--- config.mk ---
export PLATFORM = sky130hd
export DESIGN_NAME = adder_serial_nbits
export DESIGN_NICKNAME = d
export VERILOG_FILES = /design/src/rtl/adder_serial_nbits.sv
export SDC_FILE = /design/constraint.sdc
export NUM_CORES = 1
export LEC_CHECK = 0
export CORE_MARGIN = 1.5
export CORE_UTILIZATION = 45
export DETAILED_ROUTE_END_ITERATION = 12
export PLACE_DENSITY = 0.7
export SLEW_MARGIN = 5
export SYNTH_ARGS = -nofsm -noshare
export SYNTH_HDL_FRONTEND = slang
export SYNTH_SLANG_ARGS = --single-unit
--- constraint.sdc ---
create_clock -name clk_i -period 5.1 [get_ports clk_i]
set_input_delay 0.765 -clock clk_i [delete_from_list [all_inputs] [get_ports clk_i]]
set_output_delay 0.765 -clock clk_i [all_outputs]
set_load 0.05 [all_outputs]
--- src/rtl/adder_serial_nbits.sv ---
// Digit-serial adder/subtractor: DIGIT bits per clock, WIDTH/DIGIT cycles per
// operation, with ready/start/done handshake, carry/borrow and signed overflow.

// One-bit full adder cell; the digit adder is a ripple chain of these.
module full_adder (
  input  logic a_i,
  input  logic b_i,
  input  logic c_i,
  output logic s_o,
  output logic c_o
);
  assign s_o = a_i ^ b_i ^ c_i;
  assign c_o = (a_i & b_i) | (c_i & (a_i ^ b_i));
endmodule

// Handshake: an operation is accepted on a rising edge where ready_o=1 and
// start_i=1; done_o pulses for one cycle on the edge that updates s_o/c_o/v_o,
// and ready_o is already high in that cycle so a new start can be accepted.
module adder_serial_nbits #(
  parameter int WIDTH = 32,
  parameter int DIGIT = 8
) (
  input  logic             clk_i,
  input  logic             rst_i,
  input  logic             start_i,
  input  logic             sub_i,
  input  logic [WIDTH-1:0] x_i,
  input  logic [WIDTH-1:0] y_i,
  input  logic             c_i,
  output logic             ready_o,
  output logic             done_o,
  output logic [WIDTH-1:0] s_o,
  output logic             c_o,
  output logic             v_o,
  output logic             state_dbg_o
);

  localparam int N     = WIDTH / DIGIT;
  localparam int CNT_W = (N > 1) ? $clog2(N) : 1;

  // Reject parameter sets that cannot be split into whole digits.
  if ((DIGIT < 1) || ((WIDTH % DIGIT) != 0)) begin : g_bad_param
    $error("adder_serial_nbits: WIDTH must be a multiple of DIGIT and DIGIT >= 1");
  end

  typedef enum logic {
    IDLE = 1'b0,
    RUN  = 1'b1
  } state_t;

  state_t             r_state;
  state_t             w_state_next;
  logic [WIDTH-1:0]   r_x;
  logic [WIDTH-1:0]   r_y;
  logic [WIDTH-1:0]   r_sum;
  logic               r_carry;
  logic               r_sub;
  logic [CNT_W-1:0]   r_cnt;
  logic               r_done;
  logic [WIDTH-1:0]   r_s;
  logic               r_c;
  logic               r_v;

  logic               w_load;
  logic               w_step;
  logic               w_last;
  logic [DIGIT:0]     w_c;
  logic [DIGIT-1:0]   w_dsum;
  logic [WIDTH-1:0]   w_sum_next;

  // Ripple chain over the low digit of the operand registers.
  assign w_c[0] = r_carry;
  for (genvar i = 0; i < DIGIT; i++) begin : g_fa
    full_adder u_fa (
      .a_i (r_x[i]),
      .b_i (r_y[i]),
      .c_i (w_c[i]),
      .s_o (w_dsum[i]),
      .c_o (w_c[i+1])
    );
  end

  // New digit enters at the top; after N digits the first digit sits at bit 0.
  if (DIGIT == WIDTH) begin : g_sum_single
    assign w_sum_next = w_dsum;
  end else begin : g_sum_multi
    assign w_sum_next = {w_dsum, r_sum[WIDTH-1:DIGIT]};
  end

  assign w_last = (r_cnt == CNT_W'(N - 1));

  // State register.
  always_ff @(posedge clk_i or posedge rst_i) begin
    if (rst_i) begin
      r_state <= IDLE;
    end else begin
      r_state <= w_state_next;
    end
  end

  // Next-state and datapath control decode.
  always_comb begin
    w_state_next = r_state;
    w_load       = 1'b0;
    w_step       = 1'b0;
    case (r_state)
      IDLE: begin
        if (start_i) begin
          w_load       = 1'b1;
          w_state_next = RUN;
        end
      end
      RUN: begin
        w_step = 1'b1;
        if (w_last) begin
          w_state_next = IDLE;
        end
      end
      default: w_state_next = IDLE;
    endcase
  end

  // Operand/sum shifting, carry, counter and registered results.
  always_ff @(posedge clk_i or posedge rst_i) begin
    if (rst_i) begin
      r_x     <= '0;
      r_y     <= '0;
      r_sum   <= '0;
      r_carry <= 1'b0;
      r_sub   <= 1'b0;
      r_cnt   <= '0;
      r_done  <= 1'b0;
      r_s     <= '0;
      r_c     <= 1'b0;
      r_v     <= 1'b0;
    end else begin
      r_done <= 1'b0;
      if (w_load) begin
        // Subtract is x + ~y + ~borrow, so a borrow-in becomes a cleared carry.
        r_x     <= x_i;
        r_y     <= sub_i ? ~y_i : y_i;
        r_carry <= c_i ^ sub_i;
        r_sub   <= sub_i;
        r_cnt   <= '0;
      end else if (w_step) begin
        r_x     <= r_x >> DIGIT;
        r_y     <= r_y >> DIGIT;
        r_sum   <= w_sum_next;
        r_carry <= w_c[DIGIT];
        r_cnt   <= r_cnt + CNT_W'(1);
        if (w_last) begin
          r_s    <= w_sum_next;
          r_c    <= w_c[DIGIT] ^ r_sub;
          r_v    <= w_c[DIGIT-1] ^ w_c[DIGIT];
          r_done <= 1'b1;
        end
      end
    end
  end

  assign ready_o     = (r_state == IDLE);
  assign done_o      = r_done;
  assign s_o         = r_s;
  assign c_o         = r_c;
  assign v_o         = r_v;
  assign state_dbg_o = r_state;

endmodule
== After elaboration in Yosys (flattened, before gate mapping) ==
Index checks and enable logic that the tools add are counted.
Cells by class
  add/subtract/negate cells: 1
  equal/unequal tests: 1
  muxes and demuxes: 17
  bitwise gates (word level): 46
  reduce and logical (&&, ||, !) cells: 3
Operators with widths (number)
  $mux 32: 5
  $not 32->32: 1
  $xor 1x1->1: 19
  $and 1x1->1: 16
  $mux 1: 9
  $or 1x1->1: 8
  $mux 2: 2
  $reduce_and 3->1: 1
  $add 2x1->2 const B: 1
  $eq 2x2->1 const B: 1
  $not 1->1: 2
  $pmux 1 s2: 1
  $reduce_and 2->1: 1
  $reduce_bool 2->1: 1
Storage, ports and cells
  flip-flop bits (word level): 136
  output and inout bits: 37
  logic and storage cells: 79

== Longest topological paths before layout ==
Gate-level depths: netlist (run 1).
  depth in word-level cells: 19
  gate-level depth with buffers: 13
  depth with buffers taken out: 13

== Modules after synthesis ==
Synthesis (run 1) repeated with hierarchy kept, for this count alone.
Second synthesis, totals
  cell total of the unflattened synthesis: 455
  area, all modules: 5972.0 sq um
Modules (own cells, without submodules)
  adder_serial_nbits: times used 1, cells each 447, area each 5811.8 sq um, seq. area each 3203.1 sq um
  full_adder: times used 8, cells each 1, area each 20.0 sq um, seq. area each 0.0 sq um

== Worst setup path after synthesis (run 1) ==
OpenSTA, ideal clock, no wires.
  kind: register -> register
  start point: reg r_carry
  end point: reg r_v, in the netlist v_o
  arrival time: 3.980 ns
  data required time: 4.975 ns
  slack: 0.995 ns
  cell stages (with the launch flop): 14
  buffers on the path: 0
  cell sequence: dfrtp_1 inv_1 fa_1 inv_1 fa_1 fa_1 fa_1 fa_1 fa_1 fa_1 inv_1 fa_1 xnor2_1 mux2_2
Between the ends
  cells in the longest elaborated chain, start to end: 17
Ends and longest elaborated chain
  start: declaration: line 56  | logic r_carry;
  start signal: assignment: line 142  | r_carry <= c_i ^ sub_i;
  start signal: assignment: line 149  | r_carry <= w_c[DIGIT];
  $and 1x1->1 *: line 13  | assign c_o = (a_i & b_i) | (c_i & (a_i ^ b_i));
  $or 1x1->1 *: line 13
  $and 1x1->1 *: line 13
  $or 1x1->1 *: line 13
  $and 1x1->1 *: line 13
  $or 1x1->1 *: line 13
  $and 1x1->1 *: line 13
  $or 1x1->1 *: line 13
  $and 1x1->1 *: line 13
  $or 1x1->1 *: line 13
  $and 1x1->1 *: line 13
  $or 1x1->1 *: line 13
  $and 1x1->1 *: line 13
  $or 1x1->1 *: line 13
  $and 1x1->1: line 13
  $or 1x1->1: line 13
  $xor 1x1->1 *: line 154  | r_v <= w_c[DIGIT-1] ^ w_c[DIGIT];
  end signal: assignment: line 154
  end: declaration: line 62  | logic r_v;
Every way passes the cells marked *; elsewhere a longest branch is shown, timed or not.
A chain may end at the register's enable or synchronous reset.

== Worst setup path after layout (run 1) ==
Ends and elaborated chain as after synthesis.

==> metrics.md, run 1 <==
| Metric | Value |
|---|---|
| Hold buffers post-CTS | `0` |
| Fmax | `232.1 MHz` |
| R2R setup slack | `0.79 ns` |
| Worst Tran Pin Value | `1.053 ns` |
| GRT Total Usage | `17.69%` |
| H-Tree Depth | `4` |
| RSZ-0062 raised after global routing | `false` |
| Post-synthesis adder-cell area fraction | `2.966%` |
| DRC | `0` |
| Logic pwr share | `38.7%` |
| Final Max Tran Viols | `0` |
| MaxCap Viol Count | `0` |
| Nets@finish | `613` |
| Sw power | `1.681 mW` |
| Outcome | `completed` |
| Post-layout power | `4.743 mW` |
| # port buffers | `105` |
| Setup crit start | `r_carry$_DFFE_PP0P_` |
| Simple-Gate Fraction of Synth Area | `6.383%` |
| Area Growth Syn to Fin | `28.15%` |
| Detail Route Antenna Nets | `0` |
| CTS root buf | `clkbuf_16` |
| Layout cells sized above 1 | `17.03%` |
| P_int | `3.063 mW` |
| Reg2reg start | `r_carry$_DFFE_PP0P_` |
| Half-perimeter wire length after detailed placement | `7414 µm` |
| WL/cell | `15.58 µm` |
| CP startpoint kind | `register` |
| Min-Delay Path Class | `reg -> reg` |
| Reg clk slew, reported paths | `0.05 ns` |
| Die width | `116.7 µm` |
| Filler cell count | `1029` |
| GRT overflow | `0` |
| TritonCTS buffer count | `17` |
| Pre-CTS setup slack | `0.7815 ns` |
| 1st-iter DRT viols | `189` |
| Die area | `13630 µm²` |
| GPL Wtd Cong | `0.8330` |
| Main combinational cell family by area after synthesis | `multiplexers` |
| Worst skew pair latency | `0.41 ns` |
| Core box area | `12620 µm²` |
| Resized Gates After CTS | `0` |
| Die Y | `116.7 µm` |
| Detailed Route WL | `11180 µm` |
| Clock buffer depth | `2` |
| Final setup viols | `0` |
| First-pass GRT wire length | `18190 µm` |
| Clock Power Share | `24.5%` |
| Antenna cells | `0` |
| Final WS setup | `0.7912 ns` |
| Syn nets | `519` |
| Commonest non-fill, non-tap cells in the layout | `127 x dfrtp_1, 103 x clkdlybuf4s50_1, 32 x mux2i_1, 30 x mux2_2, 26 x mux2_4` |
| Mux cell area share after synthesis | `18.01%` |
| Slew HR | `29.70%` |
| Crit Path Class | `reg -> reg` |
| Largest net degree at the start of global routing | `95` |
| Post-synthesis compound-gate area fraction | `7.952%` |
| Yosys reg bits | `128` |
| Ys Warns | `0` |
| Setup crit end kind | `register` |
| Initial antenna violation count | `0` |
| Synth cell types | `27` |
| CTS tree | `done` |
| Worst-path fanout max | `3` |
| Router iterations before antenna repair | `4` |
| Reg2reg end | `v_o$_DFFE_PP0P_` |
| Fin crit period | `4.309 ns` |
| Setup Buffers After CTS | `0` |
| Xor and xnor fraction of the mapped netlist area | `5.265%` |
| Final non-filler cell total | `718` |
| Seq/Total Area, Yosys | `55.02%` |
| Commonest non-fill, non-tap cell in the layout | `dfrtp_1` |
| Routed vias/inst | `4.943` |
| Vias in the first global route | `3627` |
| Leak Pwr | `3.388 nW` |
| Via Count | `3549` |
| Worst EP arrival | `4.60 ns` |
| Placed Instances | `688` |
| Mapped Cells | `441` |
| Fin Clk Skew | `0.01478 ns` |
| Hold-critical path depth | `2` |
| Critical Path Sink | `v_o$_DFFE_PP0P_` |
| Worst VDD drop | `0.3271 mV` |
| Period utilisation layout | `84.49%` |
| CP Data Required Time | `5.39 ns` |
| Sink Count | `128` |
| Power per cell area | `635.8 nW/µm²` |
| I/O Pins | `106` |
| Final hold vios | `0` |
| Mapped cell area | `5822 µm²` |
| Site Rows | `41` |
| Sequential power share | `36.7%` |
| Total negative slack | `0 ns` |
| Starting density of the core | `46.13%` |
| Synth Area per Inst | `13.20 µm²` |
| Sw frac | `35.43%` |
| Length in cells of the worst reg-to-reg path | `13` |
## Yosys cell counts
master | n | area share [%]
a211o_1 | 2 | 0.30
a211oi_1 | 8 | 1.0
a21oi_1 | 6 | 0.52
a221o_1 | 23 | 4.0
and2_1 | 24 | 2.6
and2_4 | 1 | 0.15
buf_2 | 13 | 1.1
buf_4 | 6 | 0.77
buf_6 | 8 | 1.5
clkbuf_1 | 6 | 0.39
dfrtp_1 | 128 | 55
fa_1 | 8 | 2.8
ha_1 | 1 | 0.21
inv_1 | 9 | 0.58
mux2_2 | 30 | 5.8
mux2_4 | 26 | 6.7
mux2i_1 | 32 | 5.5
nand2_1 | 25 | 1.6
nand2b_1 | 1 | 0.11
nor2_1 | 19 | 1.2
nor2_2 | 1 | 0.11
nor2b_1 | 1 | 0.11
nor2b_4 | 1 | 0.24
nor3b_1 | 2 | 0.26
o21ai_0 | 25 | 2.1
xnor2_1 | 10 | 1.5
xor2_1 | 25 | 3.8
## stage by stage
stage / area, µm² / hold WS [ns] / utilization [%]
2_1_floorplan: 5822 / 0.4492 / -
3_3_place_gp: 6887 / 0.4629 / 54.57
3_5_place_dp: 6887 / 0.4714 / 54.57
4_1_cts: 7461 / 0.4850 / 59.12
5_1_grt: 7461 / 0.5104 / 59.12
6_report: 7461 / 0.4725 / 59.12
## power by group through the flow
stage / Sequential, mW / Combinational, mW / Clock (mW)
6_report: 1.74 / 1.84 / 1.16
5_1_grt: 1.80 / 1.97 / 1.23
4_1_cts: 1.75 / 1.85 / 1.19
3_5_place_dp: 1.76 / 1.84 / 0
3_3_place_gp: 1.74 / 1.80 / 0
2_1_floorplan: 2.09 / 0.989 / 0
## layer usage
layer  up-vias  part of all wire (%)  wire (µm)  GRT usage, %
li1       1723                     -          -             -
met1      1720                    47       5210         23.73
met2        96                    47       5226         26.94
met3        10                   5.2        581         6.124
met4         0                   1.5        165         6.104
met5         -                     0          0             0
## how the worst min path moves through the flow
stage / end / slack (ns) / startpoint
detailed placement: r_x[5]$_DFFE_PP0P_ / 0.47 / r_x[13]$_DFFE_PP0P_
global placement: r_x[15]$_DFFE_PP0P_ / 0.46 / r_x[23]$_DFFE_PP0P_
floorplan: r_x[0]$_DFFE_PP0P_ / 0.45 / r_x[8]$_DFFE_PP0P_
global route: r_x[6]$_DFFE_PP0P_ / 0.51 / r_x[14]$_DFFE_PP0P_
finish: r_x[23]$_DFFE_PP0P_ / 0.47 / r_x[31]$_DFFE_PP0P_
CTS: r_x[8]$_DFFE_PP0P_ / 0.48 / r_x[16]$_DFFE_PP0P_
## layout make-up
type,instances,area [µm²],area share [%]
tap,172,215.2,2.884
clock buffer,24,491.7,6.591
sequential,128,3207,42.98
inverter,9,38.79,0.5199
multi-input combinational,271,2362,31.66
timing repair buffer,108,1064,14.25
clock inverter,6,82.58,1.107
## flip-flops by register name, indices dropped and copies added (netlist names)
| register | cells |
|---|---|
| state_dbg_o | 1 |
| r_x | 32 |
| c_o | 1 |
| r_cnt | 2 |
| r_sum | 24 |
| r_sub | 1 |
| done_o | 1 |
| v_o | 1 |
| r_carry | 1 |
| s_o | 32 |
| r_y | 32 |
## worst max-delay path, cell delays in order, from the launching register on
cell,delay (ns)
dfrtp_1,0.36
inv_1,0.08
fa_1,0.19
inv_1,0.06
fa_1,0.45
fa_1,0.47
fa_1,0.46
fa_1,0.47
fa_1,0.46
fa_1,0.47
inv_1,0.10
fa_1,0.26
xnor2_1,0.09
mux2_2,0.26
## cell families (layout without fill, tap and decap cells)
kind of cell,Yosys count,in the layout
compound gates,64,64
buf+inv,42,147
fa+ha+maj,9,9
xor+xnor,35,35
flops,128,128
simple gates,75,75
mux,88,88
(Power assumes the default switching activity.)
==> run 2, diff against run 1 <==
--- a/config.mk
+++ b/config.mk
@@ -8,7 +8,7 @@
 export CORE_MARGIN = 1.5
 export CORE_UTILIZATION = 45
 export DETAILED_ROUTE_END_ITERATION = 12
-export PLACE_DENSITY = 0.7
+export PLACE_DENSITY = 0.73
 export SLEW_MARGIN = 5
 export SYNTH_ARGS = -nofsm -noshare
 export SYNTH_HDL_FRONTEND = slang
==> constraint.sdc (replaced) <==
create_clock -name clk_i -period 3.8 [get_ports clk_i]
set_input_delay 0.57 -clock clk_i [delete_from_list [all_inputs] [get_ports clk_i]]
set_output_delay 0.57 -clock clk_i [all_outputs]
set_load 0.05 [all_outputs]
==> run 2 against run 1 <==
Clock skew decreased by 0.0080 ns. Fmax increased by 18%. Core utilization rose by 0.49 points. Sequential power up 36%. Final cell count is 0.56% higher. Routed wire length up 0.92%. Register-to-register slack got worse by 0.63 ns. Sequential share of layout area is 0.35 points lower. Count of clock-buffer cells in the layout shrank 5. Non-clock buffer count is 2 higher. Combinational power is 34% higher.
==> metrics.md, run 2 (synthesized netlist as in run 1, its figures left out) <==
| Metric | Value |
|---|---|
| Outcome | `completed` |
| Setup crit end kind | `register` |
| Vias in the first global route | `3663 (+0.99%)` |
| Initial antenna violation count | `0 (unchanged)` |
| Final setup viols | `0 (unchanged)` |
| Worst EP arrival | `3.93 ns (-0.67 ns)` |
| Max stage delay cell, worst path | `fa_2` |
| H-Tree Depth | `4 (unchanged)` |
| Worst VDD drop | `0.3789 mV (+16%)` |
| CP startpoint kind | `register` |
| Commonest non-fill, non-tap cell in the layout | `dfrtp_1` |
| Finished Core Util | `59.61% (+0.49 points)` |
| Commonest non-fill, non-tap cells in the layout | `127 x dfrtp_1, 103 x clkdlybuf4s50_1, 32 x mux2i_1, 30 x mux2_2, 26 x mux2_4` |
| RSZ-0062 raised after global routing | `false` |
| Slowest stage delay, CP | `0.40 ns (-0.07 ns)` |
| Reg clk slew, reported paths | `0.06 ns (about the same)` |
| Worst Tran Pin Value | `1.013 ns (-0.04076 ns)` |
| Largest net degree at the start of global routing | `129 (+36%)` |
| Period utilisation layout | `95.77% (+11 points)` |
| GRT Total Usage | `18.11% (+0.42 points)` |
| Detailed Route WL | `11290 µm (+0.92%)` |
| CTS root buf | `clkbuf_16` |
| Min-Delay Path Class | `reg -> reg` |
| Power per cell area | `853.9 nW/µm² (+34%)` |
| Fin Clk Skew | `0.006755 ns (-0.008020 ns)` |
| Hold buffers post-CTS | `0 (unchanged)` |
| Clock buffer depth | `2 (unchanged)` |
| Worst-path fanout max | `3 (unchanged)` |
| Crit Path Class | `reg -> reg` |
| Worst skew pair latency | `0.41 ns (about the same)` |
| Routed vias/inst | `4.970 (+0.54%)` |
| Half-perimeter wire length after detailed placement | `7338 µm (-1.0%)` |
| Die width | `116.7 µm (unchanged)` |
| First-pass GRT wire length | `18580 µm (+2.2%)` |
| CTS tree | `done` |
| Final WS setup | `0.1609 ns (-0.6303 ns)` |
| Sink Count | `128 (unchanged)` |
| Area Growth Syn to Fin | `29.21%` |
| Setup Buffers After CTS | `0 (unchanged)` |
| Layout cells sized above 1 | `19.82% (+2.8 points)` |
| Via Count | `3588 (+1.1%)` |
| Crit path cell chain | `inv_2 -> fa_1 -> inv_1 -> fa_2 -> fa_2 -> fa_2 -> fa_2 -> fa_2 -> fa_2 -> inv_2 -> fa_2 -> xnor2_1 -> mux2_2` |
| Start point of the worst hold path | `r_x[30]$_DFFE_PP0P_` |
| Detail Route Antenna Nets | `0 (unchanged)` |
| # port buffers | `105 (unchanged)` |
| Site Rows | `41 (unchanged)` |
| Reg2reg start | `r_y[0]$_DFFE_PP0P_` |
| Most frequent CP cell | `fa_2` |
| Final Max Tran Viols | `0 (unchanged)` |
| Nets@finish | `615 (+0.33%)` |
| Worst Path Buf+Inv | `3 (unchanged)` |
| Die area | `13630 µm² (unchanged)` |
| WL/cell | `15.63 µm (+0.36%)` |
| Hold WS | `0.4850 ns (+0.01253 ns)` |
| Fin crit period | `3.639 ns (-0.6697 ns)` |
| MaxCap Viol Count | `0 (unchanged)` |
| Die Y | `116.7 µm (unchanged)` |
| Slew HR | `32.42% (+2.7 points)` |
| Top Family by Delay on Critical Path | `adder cells` |
| DRC | `0 (unchanged)` |
| Setup crit start | `r_y[0]$_DFFE_PP0P_` |
| Starting density of the core | `46.13% (unchanged)` |
| Pre-CTS setup slack | `-0.1113 ns (-0.8928 ns)` |
| CP Data Required Time | `4.09 ns (-1.30 ns)` |
| 1st-iter DRT viols | `212 (+12%)` |
| Fmax | `274.8 MHz (+18%)` |
| Router iterations before antenna repair | `4 (unchanged)` |
| GRT overflow | `0 (unchanged)` |
| Leak Pwr | `3.384 nW (-0.14%)` |
| Antenna cells | `0 (unchanged)` |
| GPL Wtd Cong | `0.8220 (-1.3%)` |
| I/O Pins | `106 (unchanged)` |
| Core box area | `12620 µm² (unchanged)` |
| TritonCTS buffer count | `17 (unchanged)` |
| Final hold vios | `0 (unchanged)` |
run 2: changes by cell type in the layout (fill, tap and decap cells not counted), sizes merged:
cell	change
inv	-1
clkbuf	-5
clkinvlp	+5
buf	+2
clkinv	+3
run 2: through the flow:
stage | power (mW) | TNS [ns] | instances | cell area, µm²
CTS | 6.484 | 0 | 722 | 7522
floorplan | 4.150 | 0 | 441 | 5843
global placement | 4.774 | -0.02677 | 690 | 6930
global route | 6.794 | 0 | 722 | 7522
detailed placement | 4.865 | -0.4077 | 690 | 6930
finish | 6.423 | 0 | 722 | 7522
run 2: metal layers:
metal,track usage (%),vias to the layer above,wire [µm]
li1,-,1712,-
met1,23.49,1772,5050
met2,29.51,89,5513
met3,5.138,15,556
met4,5.944,0,167
met5,0,-,0
run 2: final timing paths:
check / to / slack, ns / cells past startpoint
setup / recovery: v_o$_DFFE_PP0P_ / 0.16 / 13
hold / removal: r_x[22]$_DFFE_PP0P_ / 0.49 / 2
setup reg to reg: v_o$_DFFE_PP0P_ / 0.16 / 13
hold reg to reg: r_x[22]$_DFFE_PP0P_ / 0.49 / 2
max in group asynchronous: state_dbg_o$_DFF_PP0_ / 2.55 / 3
min in group asynchronous: s_o[14]$_DFFE_PP0P_ / 0.72 / 3
run 2: worst reg2reg max path: cells and delay by family (launching register included):
family	cells	cell delay (ns)
xor+xnor	1	0.08
fa+ha+maj	8	2.59
buf+inv	3	0.19
flops	1	0.39
mux	1	0.26
run 2: power breakdown:
part           leakage [nW]  internal (mW)  switching (mW)
registers              1.64           1.92           0.433
clock network         0.277          0.998           0.596
logic                  1.47           1.18            1.30
total                  3.38           4.10            2.32
run 2: area by class of cell:
type | count | area [µm²]
inverters | 9 | 37.54
clock inverters | 13 | 138.9
well taps | 172 | 215.2
multi-input cells | 271 | 2380
repair buffers | 110 | 1091
flip-flops and latches | 128 | 3207
clock buffers | 19 | 452.9
fillers | 1057 | 5097
run 2: repair_timing:
action / in CTS / in global routing
gates resized for setup: 0 / 2
pin swaps: 5 / 4
endpoints found under the setup margin: 5 / 5
==> run 3, diff against run 2 <==
--- a/config.mk
+++ b/config.mk
@@ -5,6 +5,7 @@
 export SDC_FILE = /design/constraint.sdc
 export NUM_CORES = 1
 export LEC_CHECK = 0
+export CAP_MARGIN = 10
 export CORE_MARGIN = 1.5
 export CORE_UTILIZATION = 45
 export DETAILED_ROUTE_END_ITERATION = 12
==> results of run 3 <==
Same layout as run 2: the final DEF is identical, and so are final timing and power.
